## config.mk

```make
export PLATFORM = sky130hd
export DESIGN_NAME = sysarr_mem_driver
export DESIGN_NICKNAME = d
export VERILOG_FILES = /design/src/rtl/sysarr_mem_driver_pkg.sv /design/src/rtl/sysarr_out_capture.sv /design/src/rtl/sysarr_mem_driver.sv
export SDC_FILE = /design/constraint.sdc
export NUM_CORES = 1
export LEC_CHECK = 0
export CORE_AREA = 2 2 153 155
export DETAILED_ROUTE_END_ITERATION = 12
export DIE_AREA = 0 0 155 157
export HOLD_SLACK_MARGIN = 0.15
export PLACE_DENSITY = 0.84
export SLEW_MARGIN = 40
export SYNTH_ARGS = -nofsm -noshare
export SYNTH_HDL_FRONTEND = slang
export SYNTH_SLANG_ARGS = --single-unit
```

## constraint.sdc

```tcl
create_clock -name clk -period 3.5 [get_ports clk]
set_input_delay 0.7 -clock clk [delete_from_list [all_inputs] [get_ports clk]]
set_output_delay 0.7 -clock clk [all_outputs]
set_load 0.005 [all_outputs]
```

## src/rtl/sysarr_mem_driver_pkg.sv

```systemverilog
// rtl/sysarr_mem_driver_pkg.sv - shared FSM state type and sizing helper for the systolic-array memory driver
package sysarr_mem_driver_pkg;

  typedef enum logic [3:0] {
    ST_IDLE,
    ST_W_RD,
    ST_W_WAIT,
    ST_W_ISSUE,
    ST_I_RD,
    ST_P_RD,
    ST_P_WAIT,
    ST_ROW_ISSUE,
    ST_DRAIN,
    ST_FIN
  } drv_state_t;

  function automatic int row_idx_w(input int n);
    return (n > 1) ? $clog2(n) : 1;
  endfunction

endpackage

```

## src/rtl/sysarr_out_capture.sv

```systemverilog
// rtl/sysarr_out_capture.sv - forwards array output rows to the scratchpad write port and counts them
module sysarr_out_capture
  import sysarr_mem_driver_pkg::*;
#(
  parameter int N      = 4,
  parameter int WIDTH  = 16,
  parameter int ADDR_W = 10,
  localparam int RW    = row_idx_w(N),
  localparam int OCW   = row_idx_w(N) + 1
) (
  input  logic                  clk,
  input  logic                  nRST,
  input  logic                  clear_i,
  input  logic                  active_i,
  input  logic                  out_en_i,
  input  logic [RW-1:0]         row_out_i,
  input  logic [WIDTH*N-1:0]    array_output_i,
  input  logic [ADDR_W-1:0]     o_base_i,
  output logic                  wr_en_o,
  output logic [ADDR_W-1:0]     wr_addr_o,
  output logic [WIDTH*N-1:0]    wr_data_o,
  output logic                  count_full_o
);

  logic [OCW-1:0] oc_q;
  logic [OCW-1:0] oc_d;

  // Count saturates at N so late or repeated rows cannot wrap it back below full
  always_comb begin
    oc_d = oc_q;
    if (clear_i) begin
      oc_d = '0;
    end else if (active_i && out_en_i && (oc_q != OCW'(N))) begin
      oc_d = oc_q + 1'b1;
    end
  end

  always_ff @(posedge clk or negedge nRST) begin
    if (!nRST) begin
      oc_q <= '0;
    end else begin
      oc_q <= oc_d;
    end
  end

  assign wr_en_o      = active_i & out_en_i;
  assign wr_addr_o    = wr_en_o ? (o_base_i + ADDR_W'(row_out_i)) : '0;
  assign wr_data_o    = wr_en_o ? array_output_i : '0;
  assign count_full_o = (oc_q == OCW'(N));

endmodule

```

## src/rtl/sysarr_mem_driver.sv

```systemverilog
// rtl/sysarr_mem_driver.sv - scratchpad-to-systolic-array row streamer with output write-back; SYSARR_MEM_DRIVER_PERF_EN adds perf counters
module sysarr_mem_driver
  import sysarr_mem_driver_pkg::*;
#(
  parameter int N      = 4,
  parameter int WIDTH  = 16,
  parameter int ADDR_W = 10,
  localparam int RW    = row_idx_w(N),
  localparam int DW    = WIDTH * N
) (
  input  logic              clk,
  input  logic              nRST,
  input  logic              start,
  input  logic [ADDR_W-1:0] w_base,
  input  logic [ADDR_W-1:0] i_base,
  input  logic [ADDR_W-1:0] p_base,
  input  logic [ADDR_W-1:0] o_base,
  output logic              busy,
  output logic              done,
  output logic              rd_en,
  output logic [ADDR_W-1:0] rd_addr,
  input  logic [DW-1:0]     rd_data,
  output logic              wr_en,
  output logic [ADDR_W-1:0] wr_addr,
  output logic [DW-1:0]     wr_data,
  output logic              weight_en,
  output logic              input_en,
  output logic              partial_en,
  output logic [RW-1:0]     row_in_en,
  output logic [RW-1:0]     row_ps_en,
  output logic [DW-1:0]     array_in,
  output logic [DW-1:0]     array_in_partials,
  input  logic              fifo_has_space,
  input  logic              out_en,
  input  logic [RW-1:0]     row_out,
  input  logic [DW-1:0]     array_output,
  input  logic              drained
`ifdef SYSARR_MEM_DRIVER_PERF_EN
  ,
  output logic [31:0]       perf_cycles,
  output logic [31:0]       perf_stalls
`endif
);

  drv_state_t        state_q;
  logic [RW-1:0]     r_q;
  logic [ADDR_W-1:0] w_base_q, i_base_q, p_base_q, o_base_q;
  logic [DW-1:0]     hold_a_q, hold_b_q;
  logic              oc_full;
  logic              start_acc;
  logic              last_row;

  assign start_acc = (state_q == ST_IDLE) && start;
  assign last_row  = (r_q == RW'(N - 1));

  always_ff @(posedge clk or negedge nRST) begin
    if (!nRST) begin
      state_q  <= ST_IDLE;
      r_q      <= '0;
      w_base_q <= '0;
      i_base_q <= '0;
      p_base_q <= '0;
      o_base_q <= '0;
      hold_a_q <= '0;
      hold_b_q <= '0;
    end else begin
      case (state_q)
        ST_IDLE: begin
          if (start) begin
            w_base_q <= w_base;
            i_base_q <= i_base;
            p_base_q <= p_base;
            o_base_q <= o_base;
            r_q      <= '0;
            state_q  <= ST_W_RD;
          end
        end
        ST_W_RD:   state_q <= ST_W_WAIT;
        ST_W_WAIT: begin
          hold_a_q <= rd_data;
          state_q  <= ST_W_ISSUE;
        end
        ST_W_ISSUE: begin
          if (fifo_has_space) begin
            r_q     <= r_q + 1'b1;
            state_q <= last_row ? ST_I_RD : ST_W_RD;
          end
        end
        ST_I_RD: state_q <= ST_P_RD;
        // Input row read in I_RD arrives while the partial read goes out
        ST_P_RD: begin
          hold_a_q <= rd_data;
          state_q  <= ST_P_WAIT;
        end
        ST_P_WAIT: begin
          hold_b_q <= rd_data;
          state_q  <= ST_ROW_ISSUE;
        end
        ST_ROW_ISSUE: begin
          if (fifo_has_space) begin
            r_q     <= r_q + 1'b1;
            state_q <= last_row ? ST_DRAIN : ST_I_RD;
          end
        end
        ST_DRAIN: begin
          if (oc_full && drained) state_q <= ST_FIN;
        end
        ST_FIN:  state_q <= ST_IDLE;
        default: state_q <= ST_IDLE;
      endcase
    end
  end

  always_comb begin
    rd_en             = 1'b0;
    rd_addr           = '0;
    weight_en         = 1'b0;
    input_en          = 1'b0;
    partial_en        = 1'b0;
    row_in_en         = '0;
    row_ps_en         = '0;
    array_in          = '0;
    array_in_partials = '0;
    case (state_q)
      ST_W_RD: begin
        rd_en   = 1'b1;
        rd_addr = w_base_q + ADDR_W'(r_q);
      end
      ST_I_RD: begin
        rd_en   = 1'b1;
        rd_addr = i_base_q + ADDR_W'(r_q);
      end
      ST_P_RD: begin
        rd_en   = 1'b1;
        rd_addr = p_base_q + ADDR_W'(r_q);
      end
      ST_W_ISSUE: begin
        if (fifo_has_space) begin
          weight_en = 1'b1;
          row_in_en = r_q;
          array_in  = hold_a_q;
        end
      end
      ST_ROW_ISSUE: begin
        if (fifo_has_space) begin
          input_en          = 1'b1;
          partial_en        = 1'b1;
          row_in_en         = r_q;
          row_ps_en         = r_q;
          array_in          = hold_a_q;
          array_in_partials = hold_b_q;
        end
      end
      default: ;
    endcase
  end

  assign busy = (state_q != ST_IDLE) && (state_q != ST_FIN);
  assign done = (state_q == ST_FIN);

  sysarr_out_capture #(
    .N      (N),
    .WIDTH  (WIDTH),
    .ADDR_W (ADDR_W)
  ) u_out_capture (
    .clk            (clk),
    .nRST           (nRST),
    .clear_i        (start_acc),
    .active_i       (state_q != ST_IDLE),
    .out_en_i       (out_en),
    .row_out_i      (row_out),
    .array_output_i (array_output),
    .o_base_i       (o_base_q),
    .wr_en_o        (wr_en),
    .wr_addr_o      (wr_addr),
    .wr_data_o      (wr_data),
    .count_full_o   (oc_full)
  );

`ifdef SYSARR_MEM_DRIVER_PERF_EN
  logic [31:0] perf_cycles_q, perf_stalls_q;

  always_ff @(posedge clk or negedge nRST) begin
    if (!nRST) begin
      perf_cycles_q <= '0;
      perf_stalls_q <= '0;
    end else if (start_acc) begin
      perf_cycles_q <= '0;
      perf_stalls_q <= '0;
    end else begin
      if (busy) perf_cycles_q <= perf_cycles_q + 32'd1;
      if (((state_q == ST_W_ISSUE) || (state_q == ST_ROW_ISSUE)) && !fifo_has_space)
        perf_stalls_q <= perf_stalls_q + 32'd1;
    end
  end

  assign perf_cycles = perf_cycles_q;
  assign perf_stalls = perf_stalls_q;
`endif

endmodule

```

==> key figures <==
Timing
  – Fin crit period: 3.47 ns
  – # setup viols final: 0
  – Fmax: 0.288 GHz
  – Slew headroom: 54.3%
  – Setup TNS: 0 ns
  – Setup slack after layout: 0.0336 ns
  – RSZ-0062 raised after global routing: true
  – Worst hold slack: 0.299 ns
  – Fin. max-slew vios: 0
  – Final Cycle Share: 99.0%
  – Setup Skew: 0.0160 ns
  – Worst Max-Slew Pin Slew: 0.685 ns
  – Fin. Hold Viols: 0

Synth
  – Post-synth top area cell: dfrtp_1
  – Xor-xnor portion of the synthesized cell area: 1.19%
  – Synth async-reset ratio: 100%
  – Share of the synthesized area in the top cell type: 50.0%
  – Post-synth EDFFs: 0
  – Yosys warnings: 0
  – Cells after Synth: 758
  – Synth Flop Type: dfrtp_1
  – #FFs+latches synth: 177
  – Complex-gate fraction of the synthesized area: 2.54%
  – Combinational family with the most area after synthesis: multiplexers
  – Synthesized area per cell: 11.7 µm²
  – Post-synthesis mux area share: 22.5%
  – Synth unique cells: 46
  – Fraction of the mapped netlist area in simple logic gates: 18.9%
  – Post-Synth Adder-Cell Area: 1.44%
  – Synth Cell Area: 0.00885 mm²
  – Synthesized Nets: 943
  – Top post-synthesis cells by area: dfrtp_1, mux2_2, and3_1, and2_1, mux2_1
  – Register area share after synthesis: 50.0%

Place
  – DP HPWL: 22200 µm
  – PortBufs: 398
  – Setup slack at placement: 0.0673 ns
  – Placer Congestion: 0.901

Run status
  – Outcome: finished clean

Job
  – MaxCap Viol Count: 0

Floorplanning
  – Die area: 0.0243 mm²
  – Die Y: 157 µm
  – Chip Width: 155 µm
  – Floorplan row count: 55
  – I/O pin cnt: 399
  – Initial Utilization: 39.3%
  – Area of the core: 0.0225 mm²

Pwr
  – Pwr/cell area: 744 mW/mm²
  – VDD IR max: 358 µV
  – P_leak: 6.11 nW
  – Tot Pwr: 0.0104 W

Global route
  – GRT Util Overall: 24.2%
  – First-pass GRT wire length: 45200 µm
  – Largest net degree at the start of global routing: 80
  – Total gr overflow: 0
  – Vias in the first global route: 7909
  – Antenna violations before repair: 4

Setup path
  – Critical Path AT: 2.77 ns
  – Worst Setup SP: state_q[3]
  – Worst setup EP type: output port
  – Critical Path Start Type: flop
  – CP max FO: 3
  – R2R Setup Slk: 0.95 ns
  – WS Path Type: flop to output port
  – FF-to-FF path depth: 6
  – Critical Path RT: 2.80 ns
  – Crit Reg-Reg Endpoint: hold_a_q[8]
  – FF-to-FF Start: state_q[0]

CTS
  – Number of hold buffers added after CTS: 0
  – H-tree depth: 4
  – CTS Buf Count: 17
  – Root Buffer: clkbuf_16
  – Clk pin slew, worst setup/hold paths: 0.08 ns
  – CTS tree: built
  – CTS Buffer Depth: 2
  – Sink Count: 177
  – Worst-skew pair later-pin latency: 0.43 ns

Drt
  – 1st-iter DRT viols: 375
  – Number of antenna-violating nets in the routed design: 0
  – Remaining DRCs: 0
  – DR pass1 iterations: 5
  – Via-to-Cell Ratio: 5.19
  – Mean routed wirelength per cell: 21.1 µm
  – Via Count: 7546
  – Final wirelength: 30700 µm

Hold path
  – Hold crit path type: input port to async pin

Layout
  – P&R area growth vs syn: 58.0%
  – Nets: 1337
  – Layout cell share with drive strength beyond 1: 22.2%
## sequential cells by signal, summed over array words and instances (netlist names)
register / flops
i_base_q: 10
w_base_q: 10
hold_a_q: 64
hold_b_q: 64
state_q: 4
u_out_capture.oc_q: 3
r_q: 2
o_base_q: 10
p_base_q: 10
## through the flow
| stage | util (%) | instance area [µm²] | instances |
|---|---|---|---|
| after floorplan | - | 8850 | 758 |
| after global placement | 58.8 | 13200 | 1408 |
| after detailed placement | 58.8 | 13200 | 1408 |
| after CTS | 61.6 | 13900 | 1441 |
| after global routing | 62.1 | 14000 | 1453 |
| final | 62.1 | 14000 | 1453 |
## layout make-up
class                   instances  area (µm²)
fillers                      1787        8520
flip-flops and latches        177        4430
repair buffers                437        4350
multi-input cells             511        4240
clock buffers                  17         425
well taps                     285         357
clock inverters                14         140
inverters                       8        30.0
diodes                          4        10.0
## kinds of logic (layout without fill, tap and decap cells)
group,count (synthesis),count (layout)
other,0,4
AND/OR/NAND/NOR,278,278
adder cells (fa/ha/maj),9,9
XOR/XNOR,12,12
flip-flops,177,177
multiplexers,178,178
buffers and inverters,70,476
AO/OA/AOI/OAI,34,34
## cells in the mapped netlist (2+ instances only)
cell,number
a21o_1,2
dfrtp_1,177
a31o_1,3
nor3_1,4
inv_1,8
mux2_1,16
clkbuf_1,38
nand3b_1,2
o21ai_0,3
buf_1,2
ha_1,7
fa_1,2
nand4_1,8
buf_2,19
xor2_1,8
buf_4,3
a22oi_1,3
xnor2_1,4
and2_1,69
a21oi_1,13
mux2_2,155
nand2_1,14
nor3b_1,2
and3_1,135
o31ai_1,2
or3b_1,2
nand3_1,9
nor2_1,24
mux2i_1,7
## per-layer routing
metal | wire length (µm) | vias to the layer above | GRT usage (%)
met5 | 0 | - | 0
met4 | 1290 | 0 | 11.7
met3 | 2610 | 54 | 8.18
met2 | 15300 | 318 | 41.8
met1 | 11400 | 3719 | 27.0
li1 | - | 3455 | -
## critical path, stage by stage (launching register included)
cell	delay (ns)
dfrtp_1	0.40
or3b_4	0.40
o21ai_2	0.16
ha_2	0.21
inv_2	0.05
fa_2	0.39
buf_6	0.14
nor3_4	0.12
nand4_1	0.13
a21oi_2	0.19
buf_2	0.13
## placed cells by master (no fill, tap or decap), types with 5 or more instances in the layout
cell type,n
and2_1,69
mux2i_1,6
nand4_1,8
clkdlybuf4s50_1,388
nor2_1,20
mux2_2,155
dfrtp_1,175
ha_1,6
mux2_1,16
and3_1,135
inv_6,5
nand2_1,13
clkbuf_16,18
xor2_1,8
inv_1,7
a21oi_1,9
buf_4,32
nand3_1,7
## power breakdown
part / total [W] / internal, W / switching, W
Sequential: 0.00369 / 0.00310 / 0.000590
Combinational: 0.00485 / 0.00282 / 0.00203
Clock: 0.00186 / 0.000943 / 0.000918
## worst max path at each step
stage	endpoint	slack, ns	depth (start not counted)
floorplan	rd_addr[8]	0.43	10
global placement	rd_addr[8]	0.15	9
detailed placement	rd_addr[8]	0.07	10
CTS	rd_addr[6]	-0.12	9
global route	rd_addr[8]	-0.1	10
finish	rd_addr[8]	0.03	10
## timing repair
item / CTS / global route
pin swaps: 4 / 11
buffers inserted: 2 / 8
resized for setup: 25 / 19
cloned: 0 / 1
setup endpoints to repair: 70 / 9
(Power assumes the default switching activity.)
